===== src/rtl/term_char_if.sv =====
// Byte-stream input and character-buffer port A signals of the terminal writer.
interface term_char_if;
  logic [7:0]  in_data;
  logic        in_valid;
  logic        in_ready;
  logic [11:0] buf_addr;
  logic [7:0]  buf_din;
  logic        buf_we;
  logic        buf_ce;
  logic [4:0]  top_row;
  logic [6:0]  cursor_col;
  logic [4:0]  cursor_row;
  logic        busy;

  modport master (
    output in_data, in_valid,
    input  in_ready, buf_addr, buf_din, buf_we, buf_ce,
    input  top_row, cursor_col, cursor_row, busy
  );

  modport slave (
    input  in_data, in_valid,
    output in_ready, buf_addr, buf_din, buf_we, buf_ce,
    output top_row, cursor_col, cursor_row, busy
  );
endinterface


===== src/rtl/term_char_writer.sv =====
// Terminal character writer: byte stream -> 4096x8 buffer writes, cursor and scroll offset.
// Optional macro TERM_TAB_EN enables HT (0x09) tab stops every 8 columns.
module term_char_writer #(
  parameter int unsigned COLS     = 80,
  parameter int unsigned ROWS     = 30,
  parameter logic [7:0]  CLR_CHAR = 8'h20
) (
  input  logic      clk,
  input  logic      resetn,
  term_char_if.slave bus
);

  localparam logic [6:0] LAST_COL = 7'(COLS - 1);
  localparam logic [4:0] LAST_ROW = 5'(ROWS - 1);

  typedef enum logic [1:0] {CLEAR, IDLE, CLRLINE} state_t;

  state_t      state;
  logic [4:0]  cnt_row;
  logic [6:0]  cnt_col;
  logic [4:0]  clr_row;
  logic        fill_last;
  logic [11:0] addr_q;
  logic [7:0]  din_q;
  logic        we_q;
  logic [4:0]  top_q;
  logic [4:0]  row_q;
  logic [6:0]  col_q;

  logic [5:0]  phys_sum;
  logic [4:0]  phys_row;
  logic        accept;
  logic        printable;
  logic        do_nl;
`ifdef TERM_TAB_EN
  logic [7:0]  tab_next;
`endif

  // Logical cursor row to physical buffer row through the circular top offset
  always_comb begin
    phys_sum  = 6'(top_q) + 6'(row_q);
    phys_row  = (phys_sum >= 6'(ROWS)) ? 5'(phys_sum - 6'(ROWS)) : phys_sum[4:0];
    accept    = bus.in_valid && (state == IDLE);
    printable = (bus.in_data >= 8'h20) && (bus.in_data <= 8'h7E);
    do_nl     = accept && ((printable && (col_q == LAST_COL)) || (bus.in_data == 8'h0A));
  end

`ifdef TERM_TAB_EN
  assign tab_next = 8'({1'b0, col_q[6:3], 3'b000}) + 8'd8;
`endif

  // fill_last holds the FSM one extra cycle so the final fill write is visible while still busy
  always_ff @(posedge clk or negedge resetn) begin
    if (!resetn) begin
      state     <= CLEAR;
      cnt_row   <= '0;
      cnt_col   <= '0;
      clr_row   <= '0;
      fill_last <= 1'b0;
      addr_q    <= '0;
      din_q     <= '0;
      we_q      <= 1'b0;
      top_q     <= '0;
      row_q     <= '0;
      col_q     <= '0;
    end else begin
      we_q <= 1'b0;
      case (state)
        CLEAR: begin
          if (fill_last) begin
            state     <= IDLE;
            fill_last <= 1'b0;
            top_q     <= '0;
            row_q     <= '0;
            col_q     <= '0;
          end else begin
            we_q   <= 1'b1;
            addr_q <= {cnt_row, cnt_col};
            din_q  <= CLR_CHAR;
            if (cnt_col == LAST_COL) begin
              cnt_col <= '0;
              if (cnt_row == LAST_ROW) fill_last <= 1'b1;
              else                     cnt_row   <= cnt_row + 5'd1;
            end else begin
              cnt_col <= cnt_col + 7'd1;
            end
          end
        end
        CLRLINE: begin
          if (fill_last) begin
            state     <= IDLE;
            fill_last <= 1'b0;
          end else begin
            we_q   <= 1'b1;
            addr_q <= {clr_row, cnt_col};
            din_q  <= CLR_CHAR;
            if (cnt_col == LAST_COL) fill_last <= 1'b1;
            else                     cnt_col   <= cnt_col + 7'd1;
          end
        end
        IDLE: begin
          if (accept) begin
            if (printable) begin
              we_q   <= 1'b1;
              addr_q <= {phys_row, col_q};
              din_q  <= bus.in_data;
              col_q  <= (col_q == LAST_COL) ? 7'd0 : col_q + 7'd1;
            end else begin
              case (bus.in_data)
                8'h0D: col_q <= '0;
                8'h08: if (col_q != 7'd0) col_q <= col_q - 7'd1;
                8'h0C: begin
                  state   <= CLEAR;
                  cnt_row <= '0;
                  cnt_col <= '0;
                end
`ifdef TERM_TAB_EN
                8'h09: col_q <= (tab_next > 8'(LAST_COL)) ? LAST_COL : tab_next[6:0];
`endif
                default: ;
              endcase
            end
            // Scroll on newline from the bottom row: old top row becomes the cleared bottom line
            if (do_nl) begin
              if (row_q != LAST_ROW) begin
                row_q <= row_q + 5'd1;
              end else begin
                top_q   <= (top_q == LAST_ROW) ? 5'd0 : top_q + 5'd1;
                clr_row <= top_q;
                cnt_col <= '0;
                state   <= CLRLINE;
              end
            end
          end
        end
        default: state <= CLEAR;
      endcase
    end
  end

  assign bus.in_ready   = (state == IDLE);
  assign bus.busy       = (state != IDLE);
  assign bus.buf_addr   = addr_q;
  assign bus.buf_din    = din_q;
  assign bus.buf_we     = we_q;
  assign bus.buf_ce     = we_q;
  assign bus.top_row    = top_q;
  assign bus.cursor_col = col_q;
  assign bus.cursor_row = row_q;

endmodule


===== src/flat_wrapper.sv =====
// flat-port wrapper written by rule: the top's interface ports become plain ports
module term_char_writer_flat 
#(
  parameter int unsigned COLS     = 80,
  parameter int unsigned ROWS     = 30,
  parameter logic [7:0]  CLR_CHAR = 8'h20
)
  (clk, resetn, bus_in_data, bus_in_valid, bus_in_ready, bus_buf_addr, bus_buf_din, bus_buf_we, bus_buf_ce, bus_top_row, bus_cursor_col, bus_cursor_row, bus_busy);
  term_char_if bus_i ();
  input  logic clk;
  input  logic resetn;
  input wire logic [$bits(bus_i.in_data)-1:0] bus_in_data;
  input wire logic [$bits(bus_i.in_valid)-1:0] bus_in_valid;
  output wire logic [$bits(bus_i.in_ready)-1:0] bus_in_ready;
  output wire logic [$bits(bus_i.buf_addr)-1:0] bus_buf_addr;
  output wire logic [$bits(bus_i.buf_din)-1:0] bus_buf_din;
  output wire logic [$bits(bus_i.buf_we)-1:0] bus_buf_we;
  output wire logic [$bits(bus_i.buf_ce)-1:0] bus_buf_ce;
  output wire logic [$bits(bus_i.top_row)-1:0] bus_top_row;
  output wire logic [$bits(bus_i.cursor_col)-1:0] bus_cursor_col;
  output wire logic [$bits(bus_i.cursor_row)-1:0] bus_cursor_row;
  output wire logic [$bits(bus_i.busy)-1:0] bus_busy;
  assign bus_i.in_data = bus_in_data;
  assign bus_i.in_valid = bus_in_valid;
  assign bus_in_ready = bus_i.in_ready;
  assign bus_buf_addr = bus_i.buf_addr;
  assign bus_buf_din = bus_i.buf_din;
  assign bus_buf_we = bus_i.buf_we;
  assign bus_buf_ce = bus_i.buf_ce;
  assign bus_top_row = bus_i.top_row;
  assign bus_cursor_col = bus_i.cursor_col;
  assign bus_cursor_row = bus_i.cursor_row;
  assign bus_busy = bus_i.busy;
  term_char_writer #(.COLS(COLS), .ROWS(ROWS), .CLR_CHAR(CLR_CHAR)) u_core (.clk(clk), .resetn(resetn), .bus(bus_i));
endmodule

===== config.mk =====
export PLATFORM = sky130hd
export DESIGN_NAME = term_char_writer_flat
export DESIGN_NICKNAME = d
export VERILOG_FILES = /design/src/rtl/term_char_if.sv /design/src/rtl/term_char_writer.sv /design/src/flat_wrapper.sv
export SDC_FILE = /design/constraint.sdc
export NUM_CORES = 1
export LEC_CHECK = 0
export ABC_AREA = 1
export BUFFER_PORTS_ARGS = -buffer_cell sky130_fd_sc_hd__buf_4
export CORE_MARGIN = 2
export CORE_UTILIZATION = 41
export CTS_CLUSTER_DIAMETER = 100
export DETAILED_ROUTE_END_ITERATION = 7
export SYNTH_ARGS = -nofsm -noshare
export SYNTH_HDL_FRONTEND = slang
export SYNTH_SLANG_ARGS = --single-unit

===== constraint.sdc =====
create_clock -name clk -period 3 [get_ports clk]
set_clock_uncertainty 0.15 [all_clocks]
set_input_delay 0.75 -clock clk [delete_from_list [all_inputs] [get_ports clk]]
set_output_delay 0.75 -clock clk [all_outputs]
set_load 0.005 [all_outputs]

==> out/metrics.csv <==
stage;metric;value;unit
sta;tightest_slew;734;ps
floorplanning;core-area;9150;um2
critical_path;cp_data_arrival_time;1650;ps
placed_design;hpwl;6930;um
synth;async_flop_share;100;%
critical_path;end_kind;primary output;
final_layout;syn_to_final_growth;18.9;%
synth;ys.flop_type;dfrtp_1;
global_route;globalRouteMet2Util;32.8;%
sta;finalSetupViolations;0;
global_route;grt_pass1_wl;16100;um
final_layout;nNetsFinal;615;
cts;h-tree-depth;3;
power_and_ir_drop;power.density;821;nW/um2
sta;fin_crit;2550;ps
global_route;use_met3;5.20;%
cts;cts.path.max_buffers;2;
final_layout;antennaDiodeCount;0;
final_layout;final_cell_mix;nand2_1, dfrtp_1, inv_1;
cts;cts_resized;0;
sta;fin_crit_sh;85.0;%
placed_design;post-place-cells;682;
final_layout;drive_gt1_share;16.9;%
cts;root_buffer;clkbuf_8;
detailed_routing;dr.pass1.iters;4;
synth;synth_edf_count;0;
sta;hold_viol;0;
detailed_routing;drc_errors;0;
global_route;grt_pass1_vias;3381;
synth;synthesis.nets;558;
cts;cts_made_buffers;9;
detailed_routing;post_drt_wl_per_cell;13.3;um
final_layout;instances_no_fill;698;
global_route;grt_overflow_total;0;
detailed_routing;drtAntennaViolNets;0;
sta;fmax;392;MHz
run;drv_cap;0;
critical_path;crit_top_cell;buf_4;
sta;finalSetupTns;0;ps
placed_design;placed_area;4330;um2
synth;yosys_warnings;0;
final_layout;final_area;4560;um2
synth;synth_area_per_cell;7.30;um2
sta;holdWs;324;ps
floorplanning;ios;52;
detailed_routing;vias_per_cell;4.98;
sta;worst_slack;451;ps
synth;synth_cell_types;43;
placed_design;place_congestion;0.805;
critical_path;cp_cell_sequence;inv_1 -> ha_1 -> buf_4 -> buf_4;
synth;ys_ff_latch;58;
cts;cts_hold_buf;0;
floorplanning;row_count;35;
sta;maxSlewHeadroom;51.1;%
placed_design;dp_slack;507;ps
synth;ys_seq_area_share;37.9;%
critical_path;critPathRequiredTime;2100;ps
cts;cts_sinks;58;
global_route;busiest_layer;met2;
cts;cts_tree;done;
critical_path;path_max_fanout;10;
floorplanning;die_h;101;um
final_layout;final_common_cell;nand2_1;
cts;cts.reportedPaths.clkPinSlew;70;ps
sta;slew_viol_final;0;
global_route;met1_usage;26.2;%
cts;clk_latency;340;ps
placed_design;portBuffers;51;
critical_path;start_kind;flip-flop;
critical_path;cp_slowest_stage_delay;430;ps
power_and_ir_drop;vdd_drop_max;286;uV
floorplanning;start_util;41.9;%
synth;synthesis.instances;525;
detailed_routing;dr.first_iter.drc_count;168;
sta;rsz0062_at_grt;no;
worst_hold_path;hp-class;input port to async pin;
global_route;antenna_found_initial;0;
global_route;grt.total_usage;20.0;%
critical_path;crit_slowest_cell;dfrtp_1;
global_route;grt_max_degree;59;
detailed_routing;wirelength;9260;um
status;status;completed;
floorplanning;fp.dieW;101;um
synth;syn_area;3830;um2
detailed_routing;num_vias;3479;
cts;cts_setup_buffers;0;
power_and_ir_drop;power_leakage;2.46;nW
critical_path;critPathKind;flip-flop to primary output;
floorplanning;die_area;10100;um2
[cell type report]
class | instances | area, um2
Clock inverter | 4 | 73.8
Multi-Input combinational cell | 393 | 2080
Tap cell | 111 | 139
Timing Repair Buffer | 56 | 420
Clock buffer | 12 | 155
Sequential cell | 58 | 1450
Inverter | 64 | 243
Fill cell | 930 | 4590
[where the power goes]
group	switching, mW	total [mW]	internal (mW)	leakage (nW)
Sequential	0.216	1.20	0.984	0.779
Clock	0.327	0.841	0.514	0.117
Combinational	1.03	1.70	0.675	1.57
[state kept, by name, indices dropped and copies added (netlist names)]
| signal | flops |
|---|---|
| u_core.bus.top_row | 5 |
| u_core.bus.buf_addr | 12 |
| u_core.bus.buf_din | 8 |
| u_core.cnt_col | 7 |
| u_core.fill_last | 1 |
| u_core.bus.cursor_row | 5 |
| u_core.state | 2 |
| u_core.bus.cursor_col | 7 |
| u_core.bus.buf_ce | 1 |
| u_core.cnt_row | 5 |
| u_core.clr_row | 5 |
[worst max-delay path, delay by kind of cell (launching register included)]
family     cells  cell delay, ps
buf+inv        3             470
flops          1             430
fa+ha+maj      1             420
[cells by family (layout without fill, tap and decap cells)]
family                     after synthesis  in the layout  share of synthesized area, %
and+or+nand+nor                        292            292                          34.2
xor gates and xnor gates                11             11                          2.51
AOI/OAI and AO/OA                       68             68                          10.1
buffers and inverters                   74            136                          7.96
adders and majority gates               22             22                          7.38
DFF                                     58             58                          37.9
[through the flow]
| stage | util, % | power [mW] |
|---|---|---|
| floorplan | - | 2.29 |
| global placement | 47.3 | 2.91 |
| detailed placement | 47.3 | 2.93 |
| CTS | 49.8 | 3.78 |
| global route | 49.8 | 4.09 |
| finish | 49.8 | 3.75 |
[cells in the mapped netlist (3+ instances only)]
master | count | area, um2
o22ai_1 | 5 | 31.3
dfrtp_1 | 58 | 1450
o31ai_1 | 5 | 37.5
a21oi_1 | 15 | 75.1
o21ai_0 | 22 | 110
xor2_1 | 10 | 87.6
nand4_1 | 6 | 37.5
nand3_1 | 48 | 240
o21ai_1 | 13 | 65.1
nand2_1 | 172 | 646
nor3_1 | 5 | 25.0
buf_4 | 4 | 30.0
ha_1 | 21 | 263
or2_2 | 3 | 18.8
nor2_1 | 38 | 143
inv_1 | 57 | 214
inv_2 | 6 | 22.5
nand2_2 | 3 | 18.8
o21ai_2 | 3 | 26.3
[per-layer routing]
metal  wire length (um)  vias to the layer above
li1                   -                     1817
met1               4360                     1588
met2               4380                       64
met3                411                       10
met4                112                        0
met5                  0                        -
[worst paths after layout]
| path | start | endpoint | slack, ps | depth (start not counted) |
|---|---|---|---|---|
| max in group asynchronous | resetn | u_core.clr_row[1] | 1880 | 1 |
| max | u_core.state[1] | bus_in_ready | 450 | 4 |
| min | resetn | u_core.bus.buf_din[7] | 320 | 1 |
| min in group clk | u_core.cnt_col[3] | u_core.cnt_col[3] | 330 | 2 |
| max reg2reg | u_core.bus.cursor_row[0] | u_core.bus.buf_addr[8] | 500 | 13 |
| min reg2reg | u_core.cnt_col[3] | u_core.cnt_col[3] | 330 | 2 |
Note: power is estimated with default switching activity, not from simulation.
